`src/rtl/lsu_pkg.sv`:
```
// Shared types and helpers for the load/store unit.
// Optional build macro LSU_MISALIGN_TRAP_EN is consumed by load_store_unit.
package lsu_pkg;

  localparam int unsigned DATA_W     = 64;
  localparam int unsigned BYTE_LANES = DATA_W / 8;

  typedef enum logic [1:0] {
    IDLE,
    READ,
    WRITE,
    RESP
  } lsu_state_e;

  typedef enum logic [1:0] {
    SZ_B,
    SZ_H,
    SZ_W,
    SZ_D
  } lsu_size_e;

  // Number of bytes touched by an access of the given size (1, 2, 4 or 8).
  function automatic logic [3:0] size_bytes(input lsu_size_e size);
    return 4'(1) << size;
  endfunction

endpackage

```
`src/rtl/lsu_lane_merge.sv`:
```
// Byte-lane datapath: builds read-modify-write store data and the
// zero/sign-extended load result from one 8-byte memory window.
module lsu_lane_merge
  import lsu_pkg::*;
(
  input  logic [1:0]  size,
  input  logic        sign,
  input  logic [63:0] rdata,
  input  logic [63:0] wdata,
  output logic [63:0] merged,
  output logic [63:0] load_data
);

  lsu_size_e  sz;
  logic [3:0] nbytes;

  assign sz     = lsu_size_e'(size);
  assign nbytes = size_bytes(sz);

  // Store lanes below the access size come from store data, the rest keep memory contents.
  always_comb begin
    merged = rdata;
    for (int k = 0; k < int'(BYTE_LANES); k++) begin
      if (4'(k) < nbytes) begin
        merged[8*k +: 8] = wdata[8*k +: 8];
      end
    end
  end

  // Load result: low bytes of the window, upper bits zero- or sign-filled.
  always_comb begin
    load_data = rdata;
    case (sz)
      SZ_B:    load_data = {{56{sign & rdata[7]}},  rdata[7:0]};
      SZ_H:    load_data = {{48{sign & rdata[15]}}, rdata[15:0]};
      SZ_W:    load_data = {{32{sign & rdata[31]}}, rdata[31:0]};
      SZ_D:    load_data = rdata;
      default: load_data = rdata;
    endcase
  end

endmodule

```
`src/rtl/load_store_unit.sv`:
```
// Load/store unit: one request at a time, read-modify-write for sub-doubleword
// stores, one response per accepted request.
// Build macro LSU_MISALIGN_TRAP_EN: when defined, misaligned accesses get an
// error response instead of proceeding.
module load_store_unit
  import lsu_pkg::*;
#(
  parameter int unsigned MEM_BYTES = 1024
) (
  input  logic        clk,
  input  logic        rst,
  input  logic        req_valid,
  output logic        req_ready,
  input  logic        req_write,
  input  logic [1:0]  req_size,
  input  logic        req_signed,
  input  logic [63:0] req_addr,
  input  logic [63:0] req_wdata,
  output logic        rsp_valid,
  input  logic        rsp_ready,
  output logic [63:0] rsp_rdata,
  output logic        rsp_err,
  output logic [63:0] mem_addr,
  output logic [63:0] mem_wdata,
  output logic        mem_write,
  input  logic [63:0] mem_rdata
);

  localparam logic [63:0] MAX_ADDR = 64'(MEM_BYTES - 8);

  lsu_state_e  state, state_next;

  logic        op_write,  op_write_next;
  lsu_size_e   op_size,   op_size_next;
  logic        op_signed, op_signed_next;
  logic [63:0] op_wdata,  op_wdata_next;

  logic        req_ready_next;
  logic        rsp_valid_next;
  logic [63:0] rsp_rdata_next;
  logic        rsp_err_next;
  logic [63:0] mem_addr_next;
  logic [63:0] mem_wdata_next;
  logic        mem_write_next;

  lsu_size_e   req_size_e;
  logic        accept;
  logic        addr_err;
  logic [63:0] merged_wdata;
  logic [63:0] load_data;

  assign req_size_e = lsu_size_e'(req_size);
  assign accept     = req_valid && req_ready;

  // Reject requests whose 8-byte window leaves memory (and, optionally, misaligned ones).
  always_comb begin
    addr_err = (req_addr > MAX_ADDR);
`ifdef LSU_MISALIGN_TRAP_EN
    if ((req_addr[2:0] & 3'(size_bytes(req_size_e) - 4'd1)) != 3'd0) begin
      addr_err = 1'b1;
    end
`endif
  end

  lsu_lane_merge u_lane_merge (
    .size      (op_size),
    .sign      (op_signed),
    .rdata     (mem_rdata),
    .wdata     (op_wdata),
    .merged    (merged_wdata),
    .load_data (load_data)
  );

  // Next-state and next-output logic; every output is registered.
  always_comb begin
    state_next     = state;
    op_write_next  = op_write;
    op_size_next   = op_size;
    op_signed_next = op_signed;
    op_wdata_next  = op_wdata;
    req_ready_next = req_ready;
    rsp_valid_next = rsp_valid;
    rsp_rdata_next = rsp_rdata;
    rsp_err_next   = rsp_err;
    mem_addr_next  = mem_addr;
    mem_wdata_next = mem_wdata;
    mem_write_next = 1'b0;

    case (state)
      IDLE: begin
        req_ready_next = 1'b1;
        if (accept) begin
          req_ready_next = 1'b0;
          op_write_next  = req_write;
          op_size_next   = req_size_e;
          op_signed_next = req_signed;
          op_wdata_next  = req_wdata;
          if (addr_err) begin
            state_next     = RESP;
            rsp_valid_next = 1'b1;
            rsp_err_next   = 1'b1;
            rsp_rdata_next = '0;
          end else if (req_write && (req_size_e == SZ_D)) begin
            state_next     = WRITE;
            mem_addr_next  = req_addr;
            mem_wdata_next = req_wdata;
            mem_write_next = 1'b1;
          end else begin
            state_next     = READ;
            mem_addr_next  = req_addr;
          end
        end
      end

      READ: begin
        if (op_write) begin
          state_next     = WRITE;
          mem_wdata_next = merged_wdata;
          mem_write_next = 1'b1;
        end else begin
          state_next     = RESP;
          rsp_valid_next = 1'b1;
          rsp_err_next   = 1'b0;
          rsp_rdata_next = load_data;
        end
      end

      WRITE: begin
        state_next     = RESP;
        rsp_valid_next = 1'b1;
        rsp_err_next   = 1'b0;
        rsp_rdata_next = '0;
      end

      RESP: begin
        if (rsp_ready) begin
          state_next     = IDLE;
          rsp_valid_next = 1'b0;
          req_ready_next = 1'b1;
        end
      end

      default: state_next = IDLE;
    endcase
  end

  // State, latched request fields and registered outputs.
  always_ff @(posedge clk) begin
    if (!rst) begin
      state     <= IDLE;
      op_write  <= 1'b0;
      op_size   <= SZ_B;
      op_signed <= 1'b0;
      op_wdata  <= '0;
      req_ready <= 1'b0;
      rsp_valid <= 1'b0;
      rsp_rdata <= '0;
      rsp_err   <= 1'b0;
      mem_addr  <= '0;
      mem_wdata <= '0;
      mem_write <= 1'b0;
    end else begin
      state     <= state_next;
      op_write  <= op_write_next;
      op_size   <= op_size_next;
      op_signed <= op_signed_next;
      op_wdata  <= op_wdata_next;
      req_ready <= req_ready_next;
      rsp_valid <= rsp_valid_next;
      rsp_rdata <= rsp_rdata_next;
      rsp_err   <= rsp_err_next;
      mem_addr  <= mem_addr_next;
      mem_wdata <= mem_wdata_next;
      mem_write <= mem_write_next;
    end
  end

endmodule

```
`config.mk`:
```
export PLATFORM = sky130hd
export DESIGN_NAME = load_store_unit
export DESIGN_NICKNAME = d
export VERILOG_FILES = /design/src/rtl/lsu_pkg.sv /design/src/rtl/lsu_lane_merge.sv /design/src/rtl/load_store_unit.sv
export SDC_FILE = /design/constraint.sdc
export NUM_CORES = 1
export LEC_CHECK = 0
export ABC_CLOCK_PERIOD_IN_PS = 3000
export BUFFER_PORTS_ARGS = -buffer_cell sky130_fd_sc_hd__buf_2
export CORE_ASPECT_RATIO = 1.75
export CORE_MARGIN = 5
export CORE_UTILIZATION = 30
export CTS_CLUSTER_DIAMETER = 120
export DETAILED_ROUTE_END_ITERATION = 12
export GPL_TIMING_DRIVEN = 1
export PLACE_DENSITY = 0.55
export SLEW_MARGIN = 10
export SYNTH_ARGS = -nofsm -noshare
export SYNTH_HDL_FRONTEND = slang
export SYNTH_SLANG_ARGS = --single-unit
```
`constraint.sdc`:
```
create_clock -name clk -period 3 [get_ports clk]
set_input_delay 0.6 -clock clk [delete_from_list [all_inputs] [get_ports clk]]
set_output_delay 0.6 -clock clk [all_outputs]
set_load 0.05 [all_outputs]
```
# Yosys cells after proc, flatten, opt, wreduce, memory -nomap -nowiden
# Cells that the tools add are included.
[totals] ff_bits=266 input_bits=200 out_inout_bits=196 elab_cells=93
[op_classes] n_lt_le_gt_ge=9 eq_ne=14 shift=1 muxes=39 bitwise_logic=4 n_reduce_logical=14
[ops] cell="64-bit 2-to-1 mux" count=7
[ops] cell="64-bit case mux with 4 select lines" count=1
[ops] cell="64-bit case mux with 3 select lines" count=1
[ops] cell="64-bit case mux with 2 select lines" count=1
[ops] cell="64-bit by 10-bit > comparator with 1-bit output (second input constant)" count=1
[ops] cell="8-bit 2-to-1 mux" count=8
[ops] cell="3-bit by 4-bit < comparator with 1-bit output (first input constant)" count=4
[ops] cell="2-bit inequality test (second input constant)" count=7
[ops] cell="1-bit 2-to-1 mux" count=12
[ops] cell="2-bit == test (second input constant)" count=5
[ops] cell="1-bit by 4-bit < comparator with 1-bit output (first input constant)" count=2
[ops] cell="2-bit by 4-bit < comparator with 1-bit output (first input constant)" count=2
[ops] cell="2-bit 2-to-1 mux" count=4
[ops] cell="2-bit case mux with 4 select lines" count=1
[ops] cell="4-bit AND reduction" count=2
[ops] cell="2-bit AND reduction" count=3
[ops] cell="5-bit AND reduction" count=1
[ops] cell="2-bit by 1-bit == test with 1-bit output (second input constant)" count=2
[ops] cell="2-bit zero test" count=2
[ops] cell="1-bit case mux with 2 select lines" count=2
[ops] cell="1-bit case mux with 4 select lines" count=1
[ops] cell="2-bit nonzero test" count=2
[ops] cell="1-bit by 2-bit << shifter with 4-bit output (first input constant)" count=1
[ops] cell="1-bit AND" count=3
[ops] cell="5 further kinds" count=6

# Depth between registers and ports, before layout
# Gate-level depths: netlist (run 1).
[depth] word_depth=6 mapped_depth=11

# By module
# A second synthesis (run 1) with hierarchy kept.
[hier_totals] hier_cells=1302 hier_area_um2=11933.9
[modules_own_cells] module="load_store_unit" n_inst=1 cells_each=1089 area_per_inst_um2=10395.0 seq_area_each_um2=5325.1
[modules_own_cells] module="lsu_lane_merge" n_inst=1 cells_each=213 area_per_inst_um2=1539.0 seq_area_each_um2=0.0

# Worst setup path before layout (run 1)
# OpenSTA, ideal clock, no wires.
[synth_timing] path_type="input to register" start="input port req_addr[40]" end="register mem_wdata[48]" arrival_ns=2.016 required_ns=2.874 setup_slack_ns=0.858 cell_stages=9 n_path_buf=3 path_cell_list="nor4_4 nand2_1 nor4_2 a31oi_1 buf_2 buf_6 buf_2 nand3_1 o21ai_1"
[synth_via] elab_chain_cells=3
[synth_rtl] item="from (decl)" line_no="load_store_unit.sv:17" rtl="input logic [63:0] req_addr,"
[synth_rtl] item="64-bit by 10-bit > comparator with 1-bit output" line_no="load_store_unit.sv:57" rtl="addr_err = (req_addr > MAX_ADDR);"
[synth_rtl] item="2-bit inequality test (no line)"
[synth_rtl] item="5-bit AND reduction (no line)"
[synth_rtl] item="to (signal assigned)" line_no="load_store_unit.sv:173" rtl="mem_wdata <= mem_wdata_next;"
[synth_rtl] item="to (decl)" line_no="load_store_unit.sv:24" rtl="output logic [63:0] mem_wdata,"
# No other way between the ends.
# A chain may end at the register's enable or synchronous reset.

# Final worst setup path (run 1)
[layout_timing] start="register state[0]" end="register rsp_rdata[23]"
[layout_via] elab_chain_cells=3 elab_cells_between_ends=9 cone_classes="eq/ne (5); mux (1); reduce/logical (3)"
[layout_rtl] item="from (decl)" line_no="load_store_unit.sv:31" rtl="lsu_state_e state, state_next;"
[layout_rtl] item="from (signal assigned)" line_no="load_store_unit.sv:163" rtl="state <= state_next;"
[layout_rtl] item="2-bit by 1-bit == test with 1-bit output (tied with other cells)" line_no="load_store_unit.sv:89" rtl="case (state)"
[layout_rtl] item="2-bit inequality test (no line) or 3-bit nonzero test (tied branches)"
[layout_rtl] item="4-bit AND reduction (no line)"
[layout_rtl] item="to (signal assigned)" line_no="load_store_unit.sv:170" rtl="rsp_rdata <= rsp_rdata_next;"
[layout_rtl] item="to (decl)" line_no="load_store_unit.sv:21" rtl="output logic [63:0] rsp_rdata,"
# Several ways; a longest one is shown, not always the timed one.

==> out/summary.txt, run 1 <==
register area: 0.005326 mm2
Worst-Skew Late Latency: 550 ps
final count of hold timing violations: 0
power share of the sequential group: 38.3%
Buffers on Ports: 395
GPL Wtd Cong: 0.9045
Synth warnings: 0
I/O pins: 396
Tightest Pin Transition: 898.3 ps
Comb power frac: 25.9%
final WL: 42020 um
Critical Path Max Stage Delay: 550 ps
TritonCTS Buffers: 27
gr ovfl total: 0
number of DRC markers in iteration 0: 398
Hold Path Sink: op_wdata[24]
Vias/cell: 4.920
hold-critical path depth: 3
Worst Setup Path Type: flip-flop to flip-flop
post-DR wirelength/cell: 18.89 um
Synth Area per Inst: 8.135 um2
max cap viols: 0
Leak Pwr: 6.333 nW
1st-pass router iterations: 5
Final ANT Viol Nets: 0
core area: 0.03752 mm2
Pwr Total: 10.05 mW
leading cell type in the layout, fill and taps excluded: nand2_1
fin crit period: 2470 ps
CTS clk-pin slew, worst paths: 70 ps
CP Cell Sequence: inv_1 > ha_1 > a21boi_0 > a21oi_1 > o211a_4 > buf_12 > mux2i_1
Yosys reg bits: 266
Layout Area Growth over Synthesis: 29.17%
drc violations: 0
Max rail drop VDD: 0.3511 mV
critical path capture point type: flip-flop
FF-to-FF End: rsp_rdata[23]
final-report max-slew violation count: 0
Tcrit/Tclk final: 82.34%
count of different cell masters after synthesis: 35
Inst Count DP: 2172
Via Count: 10940
CP max-delay cell: o211a_4
Worst setup SP type: flip-flop
Crit path depth: 7
HPWL after DPL: 30170 um
area of the multi-input gates: 0.005568 mm2
initial antenna violation count: 7
final cell count without fillers: 2224
Fill cells: 3889
CP top delay family: compound AO/OA/AOI/OAI gates
Relative slew margins: 40.11%
postcts setup bufs: 0
syn nets: 1603
Fmax: 404.8 MHz
HP Class: primary input to flip-flop
CP Data Required Time: 3460 ps
initial cell density of the core: 30.33%
CTS Buffer Depth: 3
Synth Flop Type: dfxtp_1
Final Setup Violations: 0
FFs w/ async S/R, synth: 0%
PostCTS Resize Cnt: 0
Post-Syn Instances: 1399
CP arrival: 2930 ps
Int Pwr: 6.814 mW
share of post-route cells with drive strength above 1: 27.87%
RSZ-0062 raised after global routing: no
die width: 157.2 um
WHS: 312.3 ps
status: completed
Die Y: 267.7 um
vias in the first global route: 10800
R2R depth: 7
reg-to-reg startpoint: state[0]
# nets final: 1925
cts hold-fix bufs: 0
Buf/Inv on CP: 2
TNS Setup: 0 ps
switching portion of total power: 32.21%
Row Count: 94
Net Switching: 3.238 mW
clk sinks: 266
global-route wire length before repair: 62380 um
die area: 0.04209 mm2
Final Skew: 17.82 ps
Total GRT Usage: 18.87%
pwr/cell area: 683.8 mW/mm2
final design utilization: 39.18%
Seq/Total Area, Yosys: 46.79%
CTS tree: yes
Crit Path Max Fanout: 27
Mapped Area: 0.01138 mm2
H-tree lvl count: 1
number of enable flip-flop cells after synthesis: 0
hold_sp: req_wdata[24]
most frequent cells in the layout: nand2_1 (417), buf_2 (394), dfxtp_1 (265)
largest net degree at the start of global routing: 189
Worst R2R Setup Slack: 530 ps
clock share of power: 35.8%
CTS root buf: clkbuf_16
==> state kept, by name, summed over array words and instances (netlist names) <==
signal     cells
mem_addr      64
mem_wdata     64
mem_write      1
op_signed      1
op_size        2
op_wdata      64
op_write       1
req_ready      1
rsp_err        1
rsp_rdata     64
rsp_valid      1
state          2
==> synthesized netlist by cell type, types with 2 or more instances <==
| library cell | number | area (um2) |
|---|---|---|
| buf_1 | 16 | 60.06 |
| and3_1 | 56 | 350.3 |
| nor2_1 | 8 | 30.03 |
| buf_6 | 9 | 101.4 |
| mux2_2 | 8 | 90.09 |
| ha_1 | 4 | 50.05 |
| dfxtp_1 | 266 | 5325 |
| nand2_1 | 417 | 1565 |
| a31oi_1 | 2 | 12.51 |
| nand3_1 | 120 | 600.6 |
| clkbuf_1 | 92 | 345.3 |
| nor3_1 | 2 | 10.01 |
| a21boi_0 | 70 | 525.5 |
| and2_1 | 19 | 118.9 |
| nor2b_1 | 3 | 18.77 |
| inv_1 | 5 | 18.77 |
| a21oi_1 | 3 | 15.01 |
| nand4_1 | 6 | 37.54 |
| nor4_2 | 2 | 25.02 |
| mux2i_1 | 79 | 790.8 |
| o211ai_1 | 58 | 435.4 |
| o21ai_0 | 97 | 485.5 |
| nor4_1 | 25 | 156.4 |
| o21ai_1 | 14 | 70.07 |
| buf_2 | 8 | 40.04 |
==> power by group through the flow <==
stage | Combinational, mW | Sequential [mW] | Clock (mW)
floorplan | 1.65 | 4.15 | 0
global placement | 2.63 | 3.92 | 0
detailed placement | 2.64 | 3.93 | 0
CTS | 2.64 | 3.85 | 3.73
global route | 2.82 | 3.87 | 3.87
finish | 2.60 | 3.85 | 3.60
==> cell families (layout without fill, tap and decap cells) <==
logic type,Yosys count,in the layout,synth area share (%)
AND/OR/NAND/NOR,663,663,26.10
buffers and inverters,130,471,4.969
multiplexers,87,87,7.740
adder cells (fa/ha/maj),4,4,0.4398
flip-flops,266,266,46.79
other,0,4,0
AO/OA/AOI/OAI,249,249,13.96
==> routing by layer <==
layer | GRT usage (%) | wire (um)
met1 | 20.34 | 15300
met2 | 34.90 | 21810
met3 | 4.365 | 3163
met4 | 7.773 | 1709
met5 | 0 | 39
==> cell type report <==
class / count / share of cell area [%]
flip-flops and latches: 266 / 36.23
repair buffers: 418 / 15.29
clock inverters: 13 / 1.319
diodes: 4 / 0.06809
inverters: 5 / 0.1277
clock buffers: 35 / 5.005
well taps: 480 / 4.085
multi-input cells: 1003 / 37.88
==> metrics by stage <==
step / area, um2 / setup WS, ps
floorplan: 11380 / 857.7
CTS: 14690 / 515.1
global route: 14700 / 366.7
finish: 14700 / 529.8
global placement: 13760 / 304.5
detailed placement: 13760 / 264.4
==> worst min-delay path, stage by stage <==
cell and delay [ps]:
buf_2 100, nand2_1 40, a21boi_0 60
==> worst max-delay path by stage <==
| stage | start | slack, ps | endpoint |
|---|---|---|---|
| 5_1_grt | state[0] | 370 | rsp_rdata[24] |
| 3_3_place_gp | req_addr[9] | 300 | rsp_rdata[26] |
| 2_1_floorplan | req_addr[40] | 860 | mem_wdata[48] |
| 4_1_cts | state[0] | 520 | rsp_rdata[23] |
| 6_report | state[0] | 530 | rsp_rdata[23] |
| 3_5_place_dp | req_addr[9] | 260 | rsp_rdata[26] |
Power figures use the tool's default switching activity.
==> run 2: changes to the inputs <==
--- a/config.mk
+++ b/config.mk
@@ -5,7 +5,7 @@
 export SDC_FILE = /design/constraint.sdc
 export NUM_CORES = 1
 export LEC_CHECK = 0
-export ABC_CLOCK_PERIOD_IN_PS = 3000
+export ABC_CLOCK_PERIOD_IN_PS = 2500
 export BUFFER_PORTS_ARGS = -buffer_cell sky130_fd_sc_hd__buf_2
 export CORE_ASPECT_RATIO = 1.75
 export CORE_MARGIN = 5
==> constraint.sdc (replaced) <==
create_clock -name clk -period 2.5 [get_ports clk]
set_input_delay 0.5 -clock clk [delete_from_list [all_inputs] [get_ports clk]]
set_output_delay 0.5 -clock clk [all_outputs]
set_load 0.05 [all_outputs]
==> run 2 against run 1 <==
Compared with the run above: critical path depth stayed put; fmax is 8.0% higher; clock-buffer cell count is 2 lower; hold slack worse by 110 ps; die area stayed put; routed wire length is 0.60% lower; sequential share of layout area hardly changed; design area hardly changed; global-route usage is 0.065 points higher; sequential cell count stayed put; sequential power is 20% higher.
==> out/summary.txt, run 2 (synthesis results as in run 1) <==
switching portion of total power: 33.56%
Via Count: 10940
TritonCTS Buffers: 27
GPL Wtd Cong: 0.9180
Comb power frac: 27.1%
global-route wire length before repair: 62960 um
cts hold-fix bufs: 0
final count of hold timing violations: 0
WHS: 207.3 ps
critical path capture point type: flip-flop
Die Y: 267.7 um
met2 wire length: 21720 um
Final Skew: 11.74 ps
Buffers on Ports: 395
Crit Path Max Fanout: 17
CTS Buffer Depth: 3
Worst setup SP type: flip-flop
Int Pwr: 7.774 mW
gr ovfl total: 0
status: completed
fin crit period: 2287 ps
final-report max-slew violation count: 0
Final ANT Viol Nets: 0
Leak Pwr: 6.335 nW
most frequent cells in the layout: nand2_1 (417), buf_2 (394), dfxtp_1 (265)
HPWL after DPL: 30760 um
clock share of power: 33.5%
PostCTS Resize Cnt: 0
leading cell type in the layout, fill and taps excluded: nand2_1
Worst-Skew Late Latency: 550 ps
HP Class: primary input to flip-flop
postcts setup bufs: 0
Relative slew margins: 30.12%
initial antenna violation count: 12
Tightest Pin Transition: 1048 ps
Final Setup Violations: 0
largest net degree at the start of global routing: 174
Net Switching: 3.927 mW
die width: 157.2 um
M1 WL: 15150 um
power share of the sequential group: 39.5%
Worst Setup Path Type: flip-flop to flip-flop
drc violations: 0
max cap viols: 0
Fmax: 437.2 MHz
CTS tree: yes
1st-pass router iterations: 4
Max rail drop VDD: 0.5086 mV
share of post-route cells with drive strength above 1: 28.24%
clk sinks: 266
TNS Setup: 0 ps
CTS clk-pin slew, worst paths: 60 ps
die area: 0.04209 mm2
Row Count: 94
metal3 WL: 3231 um
pwr/cell area: 796.3 mW/mm2
number of DRC markers in iteration 0: 592
CTS root buf: clkbuf_16
RSZ-0062 raised after global routing: no
Layout Area Growth over Synthesis: 29.11%
Total GRT Usage: 18.93%
Vias/cell: 4.900
CP Data Required Time: 2970 ps
I/O pins: 396
initial cell density of the core: 30.33%
core area: 0.03752 mm2
CP arrival: 2750 ps
DR top layer: met5
Tcrit/Tclk final: 91.49%
post-DR wirelength/cell: 18.71 um
H-tree lvl count: 1
vias in the first global route: 11000
final WL: 41760 um
# nets final: 1934
==> run 2: cell count changes in the layout (fill, tap and decap cells not counted) <==
cell	previous run	this run
clkinvlp_4	0	2
bufinv_16	5	1
diode_2	4	6
inv_6	0	1
buf_12	7	9
buf_4	16	23
clkbuf_1	5	3
==> run 2: metal layers <==
layer  GRT usage [%]  up-vias
met1           19.81     5022
met5               0        -
li1                -     5447
met4           7.331       12
met2           35.48      376
met3           5.044       80
==> run 2: through the flow <==
stage	power (mW)	instance area, um2	utilization, %	cells	setup WS, ps
after floorplan	6.959	11380	-	1399	448.8
after global placement	7.887	13850	36.92	2181	90.39
after detailed placement	7.931	13850	36.92	2181	72.61
after CTS	11.87	14680	39.12	2226	215.1
after global routing	12.29	14690	39.15	2230	11.80
final	11.70	14690	39.16	2232	212.6
==> run 2: area by class of cell <==
class | instances | area [um2]
clock buffer | 33 | 728.2
tap | 480 | 600.6
inverter | 5 | 18.77
fill | 3878 | 22820
sequential | 266 | 5326
timing repair buffer | 427 | 2340
antenna | 6 | 15.01
clock inverter | 12 | 97.59
multi-input combinational | 1003 | 5568
==> run 2: worst paths after layout <==
path,cells after the start,start,to,slack [ps]
setup reg to reg,7,state[0],rsp_rdata[6],210
hold / removal,3,mem_rdata[3],rsp_rdata[3],210
hold reg to reg,2,mem_wdata[2],mem_wdata[2],450
setup / recovery,7,state[0],rsp_rdata[6],210
==> run 2: worst max-delay path, stage by stage (launching register included) <==
cell,delay (ps)
dfxtp_1,440
inv_1,100
ha_1,220
a21boi_0,180
a21oi_1,400
o211a_4,310
buf_4,320
mux2i_1,230
==> run 2: power groups by stage <==
| stage | logic, mW | clock network [mW] | registers (mW) |
|---|---|---|---|
| after floorplan | 1.98 | 0 | 4.97 |
| after global placement | 3.19 | 0 | 4.70 |
| after detailed placement | 3.22 | 0 | 4.71 |
| after CTS | 3.22 | 4.04 | 4.62 |
| after global routing | 3.44 | 4.20 | 4.64 |
| final | 3.17 | 3.91 | 4.62 |
==> run 3: changes to the inputs <==
--- a/config.mk
+++ b/config.mk
@@ -10,6 +10,7 @@
 export CORE_ASPECT_RATIO = 1.75
 export CORE_MARGIN = 5
 export CORE_UTILIZATION = 30
+export CTS_BUF_LIST = sky130_fd_sc_hd__clkbuf_8
 export CTS_CLUSTER_DIAMETER = 120
 export DETAILED_ROUTE_END_ITERATION = 12
 export GPL_TIMING_DRIVEN = 1
==> run 3 against run 2 <==
Compared with the run above: clock-buffer cell count rose by 23; global-route usage rose by 0.17 points; sequential cell count did not move; die area did not move; critical path depth did not move; register-to-register slack barely moved; fmax barely moved; total power rose by 3.6%; design area rose by 1.2%.
==> out/summary.txt, run 3 (synthesis results as in run 1) <==
drc violations: 0
Total GRT Usage: 19.10%
initial antenna violation count: 18
die width: 157.2 um
Row Count: 94
Pwr Total: 12.12 mW
global-route wire length before repair: 63030 um
largest net degree at the start of global routing: 174
Vias/cell: 4.883
CP Data Required Time: 2980 ps
Leak Pwr: 6.461 nW
final-report max-slew violation count: 0
CP Cell Sequence: inv_1 > ha_1 > a21boi_0 > a21oi_1 > o211a_4 > buf_4 > mux2i_1
H-tree lvl count: 2
Final ANT Viol Nets: 0
CTS tree: yes
PostCTS Resize Cnt: 0
clk sinks: 266
CTS root buf: clkbuf_8
Tightest Pin Transition: 1031 ps
Buffers on Ports: 395
CP max-delay cell: dfxtp_1
GPL Wtd Cong: 0.9180
Buf/Inv on CP: 2
final WL: 41980 um
RSZ-0062 raised after global routing: yes
CP top delay family: compound AO/OA/AOI/OAI gates
share of post-route cells with drive strength above 1: 29.28%
pre-CTS WS: 72.61 ps
Tcrit/Tclk final: 91.48%
post-DR wirelength/cell: 18.53 um
Worst Setup Path Type: flip-flop to flip-flop
status: completed
leading cell type in the layout, fill and taps excluded: nand2_1
TritonCTS Buffers: 43
# nets final: 1950
core area: 0.03752 mm2
Final Skew: 14.39 ps
Critical Path Max Stage Delay: 450 ps
Fmax: 437.2 MHz
Worst-Skew Late Latency: 560 ps
Relative slew margins: 31.29%
Layout Area Growth over Synthesis: 30.62%
number of DRC markers in iteration 0: 595
gr ovfl total: 0
TNS Setup: 0 ps
Fill cells: 3910
CP arrival: 2770 ps
Via Count: 11060
HPWL after DPL: 30760 um
final count of hold timing violations: 0
Crit Path Max Fanout: 17
I/O pins: 396
WHS: 190.9 ps
fin crit period: 2287 ps
die area: 0.04209 mm2
critical path capture point type: flip-flop
Worst setup SP type: flip-flop
final design utilization: 39.62%
vias in the first global route: 11190
HP Class: primary input to flip-flop
Max rail drop VDD: 0.4608 mV
initial cell density of the core: 30.33%
most frequent cells in the layout: nand2_1 (417), buf_2 (394), dfxtp_1 (265)
Final WS setup: 212.9 ps
pwr/cell area: 815.3 mW/mm2
CTS clk-pin slew, worst paths: 60 ps
Die Y: 267.7 um
Final Setup Violations: 0
1st-pass router iterations: 5
max cap viols: 0
CTS Buffer Depth: 3
run 3: cell count changes in the layout (fill, tap and decap cells not counted), sizes merged:
cell and delta:
diode +3, clkinvlp -1, inv +6, clkbuf +23
clkinv -2, bufinv +4
run 3: power breakdown:
group,total (mW),leakage (nW),internal [mW],switching (mW)
Combinational,3.16,3.78,1.13,2.03
Sequential,4.62,2.15,4.48,0.141
Clock,4.34,0.533,2.53,1.81
run 3: worst reg2reg max path: stages (launching register included):
cell      delay, ps
dfxtp_1         450
inv_1           100
ha_1            220
a21boi_0        180
a21oi_1         410
o211a_4         310
buf_4           320
mux2i_1         240
run 3: path summary, 6_finish.rpt:
path                      from            to  slack (ps)  cells after the start
setup / recovery      state[0]  rsp_rdata[6]         210                      7
hold reg to reg   mem_wdata[2]  mem_wdata[2]         450                      2
hold / removal    mem_rdata[3]  rsp_rdata[3]         190                      3
setup reg to reg      state[0]  rsp_rdata[6]         210                      7
run 3: area by class of cell:
cell class,instances,area (um2),share of cell area (%)
Antenna cell,9,22.52,0.1515
Clock buffer,56,770.7,5.185
Clock inverter,19,219.0,1.473
Inverter,5,18.77,0.1263
Multi-Input combinational cell,1003,5568,37.45
Sequential cell,266,5326,35.83
Tap cell,480,600.6,4.040
Timing Repair Buffer,427,2340,15.74
run 3: layer usage:
| layer | part of all wire [%] | wire length, um | vias up | GRT usage, % |
|---|---|---|---|---|
| met5 | 0.22 | 92 | - | 0 |
| met4 | 4.6 | 1916 | 16 | 9.402 |
| met3 | 8.1 | 3395 | 103 | 5.950 |
| met2 | 52 | 21620 | 406 | 34.85 |
| met1 | 36 | 14960 | 5044 | 19.41 |
| li1 | - | - | 5492 | - |
run 3: timing repair:
action / 4_1_cts / 5_1_grt
setup buffers: 0 / 0
setup endpoints to repair: 0 / 1
hold buffers: 0 / 0
run 3: metrics by stage:
stage                     instance area, um2  instances
after floorplan                        11380       1399
after global placement                 13850       2181
after detailed placement               13850       2181
after CTS                              14840       2256
after global routing                   14860       2262
final                                  14870       2265
